==> src/rtl/hazard_ctrl.sv <==
// -----------------------------------------------------------------------------
// hazard_ctrl
// Pipeline hazard controller for the five-stage F/D/E/M/W core.
//   - Selects the E-stage operand forwarding source per channel (M over W).
//   - Inserts a configurable number of load-use bubbles.
//   - Freezes the whole pipe while the M-stage memory access waits for ack,
//     then resumes whatever it was doing (RUN or a partly done load-use).
//   - Counts the cycles in which the D stage is held (saturating).
// Ports:
//   clk, reset              clock, synchronous active-high reset
//   cmd_e, cmd_m            stage command (11=LW, 10=ST, 01=JMP, 00=other)
//   rs_d, rs_e              packed source addresses, channel i at [i*AW +: AW]
//   rd_e/m/w, we_e/m/w      destination register and write enable per stage
//   redirect_e              taken branch/jump resolved in E
//   mem_ack                 data memory acknowledge for the M-stage access
//   fwd_sel_e               per channel 00=regfile, 01=from M, 10=from W
//   en_f..en_w              stage-register load enables
//   flush_d/e/m             stage-register clears
//   stall_cnt               saturating count of cycles with en_d=0
//   state                   00=RUN, 01=LU_STALL, 10=MEM_WAIT
// -----------------------------------------------------------------------------
module hazard_ctrl #(
  parameter int AW         = 5,
  parameter int NUM_RS     = 2,
  parameter int LU_BUBBLES = 1,
  parameter int CNT_W      = 16
) (
  input  logic                   clk,
  input  logic                   reset,
  input  logic [1:0]             cmd_e,
  input  logic [1:0]             cmd_m,
  input  logic [NUM_RS*AW-1:0]   rs_d,
  input  logic [NUM_RS*AW-1:0]   rs_e,
  input  logic [AW-1:0]          rd_e,
  input  logic [AW-1:0]          rd_m,
  input  logic [AW-1:0]          rd_w,
  input  logic                   we_e,
  input  logic                   we_m,
  input  logic                   we_w,
  input  logic                   redirect_e,
  input  logic                   mem_ack,
  output logic [NUM_RS*2-1:0]    fwd_sel_e,
  output logic                   en_f,
  output logic                   en_d,
  output logic                   en_e,
  output logic                   en_m,
  output logic                   en_w,
  output logic                   flush_d,
  output logic                   flush_e,
  output logic                   flush_m,
  output logic [CNT_W-1:0]       stall_cnt,
  output logic [1:0]             state
);

  typedef enum logic [1:0] {
    ST_RUN = 2'b00,
    ST_LU  = 2'b01,
    ST_MW  = 2'b10
  } state_t;

  localparam logic [2:0] LU_INIT = 3'(LU_BUBBLES - 1);

  state_t           state_q, state_d;
  logic [2:0]       lu_cnt_q, lu_cnt_d;
  logic             resume_q, resume_d;   // 1: resume into LU_STALL, 0: RUN
  logic [CNT_W-1:0] stall_cnt_q;

  logic   mem_stall_s;
  logic   lu_hit_s;
  logic   br_s;
  state_t eff_state_s;

  assign mem_stall_s = cmd_m[1] & ~mem_ack;
  assign br_s        = (cmd_e == 2'b01) & redirect_e;

  // On the ack cycle of a memory wait the controller behaves exactly as the
  // state it is resuming, so held redirects and load-use counts carry on.
  assign eff_state_s = ((state_q == ST_MW) && mem_ack) ?
                       (resume_q ? ST_LU : ST_RUN) : state_q;

  // Load-use hazard: a load in E writes a register some D-stage source reads.
  always_comb begin
    lu_hit_s = 1'b0;
    if ((cmd_e == 2'b11) && we_e && (rd_e != '0)) begin
      for (int i = 0; i < NUM_RS; i++) begin
        if (rs_d[i*AW +: AW] == rd_e) lu_hit_s = 1'b1;
      end
    end else begin
      lu_hit_s = 1'b0;
    end
  end

  // State, load-use counter and resume target registers.
  always_ff @(posedge clk) begin
    if (reset) begin
      state_q  <= ST_RUN;
      lu_cnt_q <= 3'd0;
      resume_q <= 1'b0;
    end else begin
      state_q  <= state_d;
      lu_cnt_q <= lu_cnt_d;
      resume_q <= resume_d;
    end
  end

  // Next-state logic.
  always_comb begin
    state_d  = state_q;
    lu_cnt_d = lu_cnt_q;
    resume_d = resume_q;
    case (eff_state_s)
      ST_RUN: begin
        if (mem_stall_s) begin
          state_d  = ST_MW;
          resume_d = 1'b0;
        end else if (lu_hit_s && (LU_BUBBLES > 1)) begin
          state_d  = ST_LU;
          lu_cnt_d = LU_INIT;
        end else begin
          state_d  = ST_RUN;
        end
      end
      ST_LU: begin
        if (mem_stall_s) begin
          state_d  = ST_MW;
          resume_d = 1'b1;
        end else begin
          lu_cnt_d = lu_cnt_q - 3'd1;
          state_d  = (lu_cnt_q == 3'd1) ? ST_RUN : ST_LU;
        end
      end
      ST_MW: begin
        state_d = ST_MW;
      end
      default: begin
        state_d = ST_RUN;
      end
    endcase
  end

  // Stage enables and flushes; reset forces a full flush with everything held.
  always_comb begin
    {en_f, en_d, en_e, en_m, en_w} = 5'b00000;
    {flush_d, flush_e, flush_m}    = 3'b000;
    if (reset) begin
      {flush_d, flush_e, flush_m} = 3'b111;
    end else begin
      case (eff_state_s)
        ST_RUN: begin
          if (mem_stall_s) begin
            {en_f, en_d, en_e, en_m, en_w} = 5'b00000;
          end else if (lu_hit_s) begin
            {en_f, en_d, en_e, en_m, en_w} = 5'b00111;
            flush_e = 1'b1;
          end else if (br_s) begin
            {en_f, en_d, en_e, en_m, en_w} = 5'b11111;
            {flush_d, flush_e}             = 2'b11;
          end else begin
            {en_f, en_d, en_e, en_m, en_w} = 5'b11111;
          end
        end
        ST_LU: begin
          if (mem_stall_s) begin
            {en_f, en_d, en_e, en_m, en_w} = 5'b00000;
          end else begin
            {en_f, en_d, en_e, en_m, en_w} = 5'b00111;
            flush_e = 1'b1;
          end
        end
        default: begin
          {en_f, en_d, en_e, en_m, en_w} = 5'b00000;
        end
      endcase
    end
  end

  // Operand forwarding select per E-stage source channel, M before W.
  always_comb begin
    fwd_sel_e = '0;
    if (!reset) begin
      for (int i = 0; i < NUM_RS; i++) begin
        if (rs_e[i*AW +: AW] == '0) begin
          fwd_sel_e[i*2 +: 2] = 2'b00;
        end else if (we_m && (rd_m == rs_e[i*AW +: AW])) begin
          fwd_sel_e[i*2 +: 2] = 2'b01;
        end else if (we_w && (rd_w == rs_e[i*AW +: AW])) begin
          fwd_sel_e[i*2 +: 2] = 2'b10;
        end else begin
          fwd_sel_e[i*2 +: 2] = 2'b00;
        end
      end
    end else begin
      fwd_sel_e = '0;
    end
  end

  // Saturating count of cycles in which D is held.
  always_ff @(posedge clk) begin
    if (reset) begin
      stall_cnt_q <= '0;
    end else if (!en_d && (stall_cnt_q != {CNT_W{1'b1}})) begin
      stall_cnt_q <= stall_cnt_q + CNT_W'(1);
    end
  end

  assign stall_cnt = stall_cnt_q;
  assign state     = state_q;

endmodule
==> config.mk <==
export PLATFORM = sky130hd
export DESIGN_NAME = hazard_ctrl
export DESIGN_NICKNAME = d
export VERILOG_FILES = /design/src/rtl/hazard_ctrl.sv
export SDC_FILE = /design/constraint.sdc
export NUM_CORES = 1
export LEC_CHECK = 0
export BUFFER_PORTS_ARGS = -buffer_cell sky130_fd_sc_hd__buf_2
export CAP_MARGIN = 20
export CORE_AREA = 2 2 62 64
export CTS_BUF_LIST = sky130_fd_sc_hd__clkbuf_8
export CTS_CLUSTER_DIAMETER = 40
export CTS_CLUSTER_SIZE = 28
export DETAILED_ROUTE_END_ITERATION = 6
export DIE_AREA = 0 0 64 66
export PLACE_DENSITY = 0.79
export SYNTH_ARGS = -nofsm -noshare
export SYNTH_HDL_FRONTEND = slang
export SYNTH_SLANG_ARGS = --single-unit
==> constraint.sdc <==
create_clock -name clk -period 2.8 [get_ports clk]
set_input_delay 0.56 -clock clk [delete_from_list [all_inputs] [get_ports clk]]
set_output_delay 0.56 -clock clk [all_outputs]
set_load 0.03 [all_outputs]
**Word-level counts from Yosys, hierarchy flattened**

Cells that the tools add are included.

- Register bits after elaboration: 22
- Input bits: 46
- Output and inout port bits: 30
- Word-level logic and storage cells: 78

- Add/subtract/negate cells: 2
- Equal/unequal tests: 15
- Muxes and demuxes: 36
- Bitwise gates (word level): 4
- Reduce and logical (&&, ||, !) cells: 17

Operators by type and width:

| operator | number |
|---|---|
| == test 5 bit | 6 |
| 2-to-1 mux 1 bit | 23 |
| 2-to-1 mux 2 bit | 9 |
| adder 16 x 1 -> 16 bit, second input constant | 1 |
| inequality test 16 bit, second input constant | 1 |
| zero test 5 bit | 2 |
| logical AND 1 bit | 8 |
| == test 2 bit, second input constant | 3 |
| one-hot mux 2 bit (3 select lines) | 1 |
| nonzero test 5 bit | 1 |
| == test 2 x 1 -> 1 bit, second input constant | 2 |
| 2-to-1 mux 4 bit | 1 |
| inequality test 2 bit, second input constant | 2 |
| one-hot mux 1 bit (2 select lines) | 2 |
| == test 3 x 1 -> 1 bit, second input constant | 1 |
| AND reduction 3 bit | 1 |
| subtractor 3 x 1 -> 3 bit, second input constant | 1 |
| bitwise AND 1 bit | 2 |
| zero test 2 bit | 1 |
| inverter 1 bit | 2 |
| AND reduction 2 bit | 1 |
| nonzero test 2 bit | 1 |
| OR reduction 2 bit | 1 |
| zero test 1 bit | 1 |

**Longest topological paths before layout**

Gate-level depths: netlist of the first run.

- Word-level depth: 10
- Gate-level depth with buffers: 8

**Least setup slack after synthesis of the first run**

No wires, ideal clock.

- Path type: in2out
- From: input port rd_e[1]
- To: output port en_f
- Arrival: 2.255 ns
- Required time: 2.240 ns
- Path slack: -0.015 ns
- Stages on the path: 5
- Path buffers: 1
- Path through: or4_1 > o2111ai_2 > o211ai_1 > nor2_1 > buf_4

- Cells in the longest elaborated chain, start to end: 8
- Elaborated cells on any way between the ends: 11
- Classes of those cells: 2 x eq/ne; 7 x mux; 2 x reduce/logical

Ends and longest elaborated chain:

| element | line | text |
|---|---|---|
| start: declaration | 34 | `input logic [AW-1:0] rd_e,` |
| == test 5 bit | 86 | `if (rs_d[i*AW +: AW] == rd_e) lu_hit_s = 1'b1;` |
| 2-to-1 mux 1 bit (2 in series) | 86 |  |
| 2-to-1 mux 1 bit * | 84 | `if ((cmd_e == 2'b11) && we_e && (rd_e != '0)) begin` |
| 2-to-1 mux 1 bit * (4 in series) | - |  |
| end: declaration | 43 | `output logic en_f,` |

Mark *: on every way between the ends. The rest lies on a longest branch, timed or not.

**Worst setup path after layout of the first run**

- From: input port rd_e[1]
- To: output port en_f

- Cells in the longest elaborated chain, start to end: 8
- Elaborated cells on any way between the ends: 11
- Classes of those cells: 2 x eq/ne; 7 x mux; 2 x reduce/logical

Ends and longest elaborated chain:

| element | line | text |
|---|---|---|
| == test 5 bit | 86 |  |
| 2-to-1 mux 1 bit (2 in series) | 86 |  |
| 2-to-1 mux 1 bit * | 84 |  |
| 2-to-1 mux 1 bit * | 152 | `end else if (lu_hit_s) begin` |
| 2-to-1 mux 1 bit * | 150 | `if (mem_stall_s) begin` |
| 2-to-1 mux 1 bit * | - |  |
| 2-to-1 mux 1 bit * | 145 | `if (reset) begin` |

Marks and branches as above.

==> reports/results.ini, run 1 <==
[grt]
grt_pass1_wl_um=5980
grt_pass1_vias=1422
grt_max_degree=33
antenna_found_initial=0
grt.total_usage_pct=17.2
grt_overflow_total=0

[critical_path]
cp-end-kind=output pin
critPathRequiredTime_ns=2.24
path_class=in -> out
cp-endpoint=en_f
arrival_ns=1.96
cp-startpoint=rd_e[1]
cp-start-kind=primary input
r2r_cells=8
ff2ff_setup_slack_ns=0.71
worstPathMaxFanout=3
timing.rr.start=stall_cnt[0]
worstReg2RegEnd=stall_cnt[1]

[status]
status=finished clean

[timing]
hold_violations=0
fin_skew_ns=0.00350
setup_violations=0
slew_headroom_pct=67.5
hold_ws_ns=0.496
finalMaxSlewViolations=0
timing.setup.tns_ns=0
fin_crit_ns=2.52
fmax_mhz=396
rsz0062_at_grt=false
finalCritPeriodShare_pct=90.1
worst_pin_slew_ns=0.485

[route]
ant_nets=0
via_per_inst=5.34
vias=1682
drtIter0Drc=90
routed_wl_um=3690
drc=0
dr.pass1.iters=4
wl_per_cell_um=11.7

[placement]
place_area_mm2=0.00201
gp_congestion=0.790
dp_hpwl_um=2960
port_buffers=74

[die]
ios=76
die_h_um=66
dieArea_mm2=0.00422
coreArea_mm2=0.00355
start_util_pct=45.6
rows=22
die_w_um=64

[final_layout]
regArea_um2=440
area_growth_pct=27.4
layout_commonest_cell=buf_2
mostFrequentLayoutCells=buf_2, nor2_1, dfxtp_1, xor2_1, nand2_1
multi_input_area_mm2=0.00109
finalInstanceArea_mm2=0.00206
drive_above_1_share_pct=34.5
fillerInstances=335
antennaDiodeCount=0
nNetsFinal=317

[hold_path]
hold_path_class=reg -> reg
worstHoldStart=resume_q

[synth]
post-synth-top-area-cell=dfxtp_1
synth.avg_cell_area_um2=8.30
synth_area_leaders=dfxtp_1, xor2_1, nor2_1
ys_seq_area_share_pct=27.2
ys_types=44
synth.top_cell.area_share_pct=27.2
synth-edff-count=0
synth_area_mm2=0.00162
synth_cells=195
synthArstFlopShare_pct=0
synth_nets=244
yosysWarnings=0
synth_seq_cells=22
ys.flop_type=dfxtp_1

[cts]
cts_hold_buffers=0
postCtsSetupRepairBufs=0
cts_resized=0
cts-root-buf=clkbuf_8
clk_pin_slew_ns=0.08
cts_max_level=1
cts_sinks=22
worstSkewPairLatency_ns=0.26
cts_tree=yes
cts_buffers=3
clock_path_buffers=2

[run]
cap_violations=0

[power]
power.total_w=0.000707
power_density_mw_per_mm2=343
ir_drop_v=0.000156
power.leakage_nw=0.895

where the power goes:
group | leakage, nW | total (W) | switching (W) | internal [W]
clock network | 0.0288 | 0.000228 | 0.000103 | 0.000125
logic | 0.689 | 0.000160 | 0.0000925 | 0.0000680
registers | 0.178 | 0.000318 | 0.00000285 | 0.000315
state kept, by name (all words and copies together), names as in the netlist:
register	count
stall_cnt	16
lu_cnt_q	3
state	2
resume_q	1
how the worst min path moves through the flow:
stage,end,slack (ns),depth (start not counted)
global route,stall_cnt[13],0.52,2
global placement,stall_cnt[14],0.47,2
finish,resume_q,0.50,2
floorplan,resume_q,0.46,2
CTS,resume_q,0.51,2
detailed placement,resume_q,0.49,2
through the flow:
stage / setup WS [ns] / cells / util [%]
finish: 0.276 / 315 / 58.0
global route: 0.179 / 315 / 58.0
CTS: 0.274 / 315 / 58.0
detailed placement: 0.273 / 311 / 56.5
global placement: 0.306 / 311 / 56.5
floorplan: 0.150 / 195 / -
cells in the mapped netlist, drive strengths merged, types with 2 or more instances:
master	number
mux2	6
a31oi	2
inv	5
nor3	3
or4	9
buf	9
or3	2
nor2	24
xor2	21
nor2b	6
xnor2	9
dfxtp	22
o31ai	6
o21bai	2
nor4	5
nor4b	2
nand4	4
and3	3
nor3b	3
nand3	10
o21ai	3
ha	3
a21oi	9
and4	2
nand2	11
routing by layer:
| layer | track usage, % | vias to the layer above | part of all wire (%) |
|---|---|---|---|
| met5 | 0 | - | 0 |
| met4 | 5.98 | 0 | 1.2 |
| met3 | 2.56 | 5 | 4.0 |
| met2 | 32.4 | 39 | 51 |
| met1 | 19.6 | 788 | 44 |
| li1 | - | 850 | - |
worst max-delay path, cell delays in order:
cell,delay [ns]
buf_2,0.12
or4_1,0.54
o2111ai_2,0.24
o211ai_1,0.16
nor2_2,0.13
buf_2,0.20
kinds of logic (layout without fill, tap and decap cells):
group                      after synthesis  after routing  share of synthesized area [%]
and+or+nand+nor                         85             85                           28.7
AOI/OAI and AO/OA                       33             33                           14.9
xor gates and xnor gates                30             30                           16.2
DFF                                     22             22                           27.2
buffers and inverters                   15             87                           5.80
muxes                                    7              7                           4.79
adders and majority gates                3              3                           2.32
area by class of cell:
| cell class | count | share of cell area, % |
|---|---|---|
| Sequential cell | 22 | 21.4 |
| Multi-Input combinational cell | 158 | 52.7 |
| Inverter | 5 | 0.911 |
| Clock buffer | 4 | 2.67 |
| Timing Repair Buffer | 78 | 19.4 |
| Tap cell | 48 | 2.91 |
Power figures use the tool's default switching activity.
==> run 2, diff against run 1 <==
BUFFER_PORTS_ARGS = -buffer_cell sky130_fd_sc_hd__buf_4   (was -buffer_cell sky130_fd_sc_hd__buf_2)
==> reports/results.ini, run 2 (synthesis gave the netlist of run 1 again) <==
[critical_path]
critPathRequiredTime_ns=2.24  ; about the same
ff2ff_setup_slack_ns=0.78  ; was 0.71 ns
cp-end-kind=output pin  ; unchanged
path_class=in -> out  ; unchanged
worstReg2RegEnd=stall_cnt[1]  ; unchanged
arrival_ns=1.93  ; was 1.96 ns
timing.rr.start=stall_cnt[0]  ; unchanged
worstPathMaxFanout=3  ; unchanged
cp-start-kind=primary input  ; unchanged
cp-startpoint=rd_e[1]  ; unchanged
r2r_cells=8  ; unchanged

[timing]
fin_skew_ns=0.000987  ; was 0.00350 ns
fmax_mhz=401  ; was 396 MHz
setup_violations=0  ; unchanged
rsz0062_at_grt=false  ; unchanged
hold_violations=0  ; unchanged
slew_headroom_pct=71.1  ; was 67.5%
finalMaxSlewViolations=0  ; unchanged
worst_pin_slew_ns=0.432  ; was 0.485 ns
fin_crit_ns=2.49  ; was 2.52 ns
timing.setup.tns_ns=0  ; unchanged
finalCritPeriodShare_pct=89.0  ; was 90.1%

[power]
power.leakage_nw=0.925  ; was 0.895 nW
power.total_w=0.000689  ; was 0.000707 W
ir_drop_v=0.000156  ; about the same
power_density_mw_per_mm2=310  ; was 343 mW/mm²

[die]
die_h_um=66  ; unchanged
start_util_pct=45.6  ; unchanged
dieArea_mm2=0.00422  ; unchanged
coreArea_mm2=0.00355  ; unchanged
ios=76  ; unchanged
rows=22  ; unchanged
die_w_um=64  ; unchanged

[cts]
cts_sinks=22  ; unchanged
cts_buffers=3  ; unchanged
postCtsSetupRepairBufs=0  ; unchanged
clock_path_buffers=2  ; unchanged
cts_tree=yes  ; unchanged
worstSkewPairLatency_ns=0.25  ; was 0.26 ns
clk_pin_slew_ns=0.07  ; was 0.08 ns
cts_max_level=1  ; unchanged
cts-root-buf=clkbuf_8  ; unchanged
cts_hold_buffers=0  ; unchanged
cts_resized=0  ; unchanged

[hold_path]
hold_depth=2  ; unchanged
min_to=stall_cnt[14]  ; was resume_q
hold_path_class=reg -> reg  ; unchanged
worstHoldStart=stall_cnt[14]  ; was resume_q

[placement]
dp_hpwl_um=3000  ; was 2960 µm
gp_congestion=0.831  ; was 0.790
place_inst=310  ; was 311
port_buffers=74  ; unchanged

[run]
cap_violations=0  ; unchanged

[grt]
antenna_found_initial=0  ; unchanged
grt_pass1_wl_um=6080  ; was 5980 µm
grt_max_degree=38  ; was 33
grt_overflow_total=0  ; unchanged
grt_pass1_vias=1493  ; was 1422
grt.total_usage_pct=17.6  ; was 17.2%

[route]
ant_nets=0  ; unchanged
routed_wl_um=3650  ; was 3690 µm
via_per_inst=5.26  ; was 5.34
drtIter0Drc=46  ; was 90
dr.pass1.iters=4  ; unchanged
wl_per_cell_um=11.7  ; about the same
drc=0  ; unchanged
vias=1645  ; was 1682

[final_layout]
layout_commonest_cell=buf_4  ; was buf_2
largest_reg_flops=16  ; unchanged
area_growth_pct=37.5  ; was 27.4%
antennaDiodeCount=0  ; unchanged
drive_above_1_share_pct=34.0  ; was 34.5%
final_cell_count_no_fill=313  ; was 315
nNetsFinal=316  ; was 317
mostFrequentLayoutCells=buf_4, nor2_1, dfxtp_1, xor2_1, nand2_1  ; was buf_2, nor2_1, dfxtp_1, xor2_1, nand2_1

[status]
status=finished clean  ; unchanged

run 2: per-stage QoR:
step	cell area (µm²)	util, %	setup slack [ns]	hold slack (ns)
CTS	2220	62.6	0.291	0.501
finish	2220	62.6	0.308	0.496
global route	2220	62.6	0.216	0.523
detailed placement	2180	61.5	0.268	0.491
floorplan	1620	-	0.150	0.460
global placement	2180	61.5	0.307	0.477
run 2: how the worst max path moves through the flow:
stage	cells past startpoint	to	slack, ns
6_report	7	flush_e	0.31
5_1_grt	7	flush_e	0.22
3_3_place_gp	6	en_f	0.31
2_1_floorplan	5	en_f	0.15
3_5_place_dp	8	stall_cnt[7]	0.27
4_1_cts	6	en_d	0.29
run 2: report_power, final:
part	leakage, nW	switching [W]	internal, W	total, W
clock network	0.0216	0.0000925	0.0000957	0.000188
logic	0.726	0.0000924	0.0000905	0.000183
registers	0.178	0.00000307	0.000315	0.000318
total	0.925	0.000188	0.000501	0.000689
run 2: metal layers:
metal  GRT usage, %  wire [µm]
met4           4.89         15
met2           32.6       1860
met5              0          0
met3           4.43        206
met1           19.9       1570
run 2: critical path, cell delays in order:
cell	delay, ns
buf_4	0.12
or4_1	0.53
o2111ai_2	0.24
o21ai_0	0.11
nor2_1	0.13
o21bai_1	0.07
buf_4	0.17
run 2: layout make-up:
class                           count  area, µm²
Clock buffer                        3       41.3
Fill cell                         331       1330
Inverter                            5       18.8
Multi-Input combinational cell    158       1090
Sequential cell                    22        440
Tap cell                           48       60.1
Timing Repair Buffer               77        578
==> run 3, diff against run 2 <==
ABC_AREA = 1   (was unset)
CORE_AREA = 2 2 64 66   (was 2 2 62 64)
DIE_AREA = 0 0 66 68   (was 0 0 64 66)
PLACE_DENSITY = 0.81   (was 0.79)
==> reports/results.ini, run 3 <==
[timing]
fin_ws_ns=0.553  ; was 0.308 ns
finalMaxSlewViolations=0  ; unchanged
fmax_mhz=445  ; was 401 MHz
slew_headroom_pct=77.6  ; was 71.1%
timing.setup.tns_ns=0  ; unchanged
worst_pin_slew_ns=0.332  ; was 0.432 ns
fin_skew_ns=0.00258  ; was 0.000987 ns
finalCritPeriodShare_pct=80.2  ; was 89.0%
rsz0062_at_grt=false  ; unchanged
setup_violations=0  ; unchanged
fin_crit_ns=2.25  ; was 2.49 ns
hold_violations=0  ; unchanged

[final_layout]
final_util_pct=63.9  ; was 62.6%
finalInstanceArea_mm2=0.00246  ; was 0.00222 mm²
fillerInstances=384  ; was 331
final_cell_count_no_fill=432  ; was 313
mostFrequentLayoutCells=buf_4, nand2_1, nor2_1, inv_1  ; was buf_4, nor2_1, dfxtp_1, xor2_1, nand2_1
largest_reg_flops=16  ; unchanged
antennaDiodeCount=0  ; unchanged
area_growth_pct=33.5  ; was 37.5%
drive_above_1_share_pct=25.9  ; was 34.0%
layout_commonest_cell=buf_4  ; unchanged
nNetsFinal=432  ; was 316

[route]
via_per_inst=4.79  ; was 5.26
met3_length_um=220  ; was 206 µm
drc=0  ; unchanged
ant_nets=0  ; unchanged
dr_wl_met2_um=2150  ; was 1860 µm
wl_per_cell_um=10.3  ; was 11.7 µm
topRoutingLayerUsed=met4  ; unchanged
drtIter0Drc=154  ; was 46
vias=2071  ; was 1645
drt-met1-wl_um=2030  ; was 1570 µm
dr.pass1.iters=4  ; unchanged
routed_wl_um=4450  ; was 3650 µm

[power]
power.share.clock_pct=30.4  ; was 27.3%
power.switching_w=0.000239  ; was 0.000188 W
power.leakage_nw=1.30  ; was 0.925 nW
internal_power_w=0.000542  ; was 0.000501 W
p_comb_share_pct=28.2  ; was 26.5%
power_density_mw_per_mm2=317  ; was 310 mW/mm²
ir_drop_v=0.000168  ; was 0.000156 V
power_frac_seq_pct=41.5  ; was 46.2%
swShare_pct=30.6  ; was 27.3%

[grt]
antenna_found_initial=0  ; unchanged
grt_pass1_wl_um=7770  ; was 6080 µm
grt_overflow_total=0  ; unchanged
grt.total_usage_pct=21.4  ; was 17.6%
grt_max_degree=28  ; was 38
grt_pass1_vias=1945  ; was 1493

[cts]
cts_buffers=3  ; unchanged
clock_path_buffers=2  ; unchanged
cts_sinks=22  ; unchanged
postCtsSetupRepairBufs=0  ; unchanged
cts_resized=0  ; unchanged
clk_pin_slew_ns=0.08  ; was 0.07 ns
worstSkewPairLatency_ns=0.27  ; was 0.25 ns
cts_tree=yes  ; unchanged
cts-root-buf=clkbuf_8  ; unchanged
cts_hold_buffers=0  ; unchanged
cts_max_level=1  ; unchanged

[die]
die_w_um=66  ; was 64 µm
ios=76  ; unchanged
die_h_um=68  ; was 66 µm
start_util_pct=47.9  ; was 45.6%
dieArea_mm2=0.00449  ; was 0.00422 mm²
rows=23  ; was 22
coreArea_mm2=0.00386  ; was 0.00355 mm²

[synth]
synth_seq_cells=22  ; unchanged
ys.flop_type=dfxtp_1  ; unchanged
synthTopCellsByCount=nand2_1, nor2_1, inv_1, dfxtp_1, nand3_1  ; was nor2_1, dfxtp_1, xor2_1, nand2_1, nand3_1
yosysWarnings=0  ; unchanged
synth.top_cell.area_share_pct=23.8  ; was 27.2%
synth_area_leaders=dfxtp_1, nand2_1, nor2_1  ; was dfxtp_1, xor2_1, nor2_1
ys_seq_area_share_pct=23.8  ; was 27.2%
synthArstFlopShare_pct=0  ; unchanged
synth.avg_cell_area_um2=5.92  ; was 8.30 µm²
synth_area_mm2=0.00185  ; was 0.00162 mm²
synth_nets=361  ; was 244
synth_cells=312  ; was 195
ys_types=34  ; was 44
synth-edff-count=0  ; unchanged
post-synth-top-area-cell=dfxtp_1  ; unchanged
synth.most_common_cell=nand2_1  ; was nor2_1

[critical_path]
cp-end-kind=output pin  ; unchanged
critPathRequiredTime_ns=2.24  ; about the same
worstPathMaxFanout=27  ; was 3
ff2ff_setup_slack_ns=1.09  ; was 0.78 ns
cp-startpoint=state[1]  ; was rd_e[1]
crit_chain=inv_1 -> a21oi_1 -> nor2_4 -> inv_2 -> nor2_4 -> nand2_4 -> o21ai_0 -> buf_4  ; was buf_4 -> or4_1 -> o2111ai_2 -> o21ai_0 -> nor2_1 -> o21bai_1 -> buf_4
path_class=reg -> out  ; was in -> out
path_buf_inv=3  ; was 2
critPathTopFamily=simple AND/OR/NAND/NOR gates  ; unchanged
timing.rr.start=stall_cnt[0]  ; unchanged
arrival_ns=1.69  ; was 1.93 ns
cp-start-kind=flop  ; was primary input
slowest_delay_ns=0.32  ; was 0.53 ns
cpMostUsedCell=nor2_4  ; was buf_4
cp_slowest_cell=dfxtp_1  ; was or4_1

[placement]
port_buffers=74  ; unchanged
dp_slack_ns=0.540  ; was 0.268 ns
dp_hpwl_um=3610  ; was 3000 µm
place_area_mm2=0.00241  ; was 0.00218 mm²
gp_congestion=0.883  ; was 0.831
place_inst=428  ; was 310

[run]
cap_violations=0  ; unchanged

[hold_path]
hold_path_class=reg -> reg  ; unchanged
worstHoldStart=lu_cnt_q[1]  ; was stall_cnt[14]

[status]
status=finished clean  ; unchanged

## run 3: worst min-delay path, stage by stage, from the launching register on
cell and delay [ns]:
dfxtp_1 0.30, inv_1 0.09, a21oi_1 0.07
## run 3: routing by layer
layer	vias up	GRT usage, %
li1	1118	-
met1	894	25.8
met2	52	39.5
met3	7	3.45
met4	0	5.87
met5	-	0
## run 3: through the flow
stage	hold slack, ns	power, W
final	0.495	0.000781
after CTS	0.501	0.000785
after global routing	0.548	0.000822
after detailed placement	0.488	0.000552
after floorplan	0.456	0.000462
after global placement	0.476	0.000547
## run 3: area by class of cell
| class | count | area (µm²) | area share [%] |
|---|---|---|---|
| well taps | 50 | 62.6 | 2.54 |
| multi-input cells | 222 | 1120 | 45.5 |
| inverters | 59 | 221 | 8.98 |
| flip-flops and latches | 22 | 440 | 17.9 |
| repair buffers | 75 | 563 | 22.8 |
| clock buffers | 4 | 55.1 | 2.23 |
## run 3: path summary, 6_finish.rpt
path | end | depth (start not counted)
setup / recovery | flush_d | 8
hold / removal | lu_cnt_q[1] | 2
setup reg to reg | stall_cnt[7] | 10
hold reg to reg | lu_cnt_q[1] | 2
## run 3: kinds of logic (layout without fill, tap and decap cells)
family / Yosys count / after routing / share of synthesized area, %
flops: 22 / 22 / 23.8
xor+xnor: 11 / 11 / 5.22
fa+ha+maj: 3 / 3 / 2.03
simple gates: 173 / 173 / 41.6
buf+inv: 68 / 138 / 15.4
compound gates: 35 / 35 / 11.9
## run 3: power by group through the flow
| stage | Clock (W) | Combinational, W | Sequential (W) |
|---|---|---|---|
| CTS | 0.000240 | 0.000221 | 0.000324 |
| finish | 0.000237 | 0.000220 | 0.000324 |
| global placement | 0 | 0.000216 | 0.000331 |
| floorplan | 0 | 0.000123 | 0.000339 |
| global route | 0.000253 | 0.000245 | 0.000325 |
| detailed placement | 0 | 0.000221 | 0.000331 |
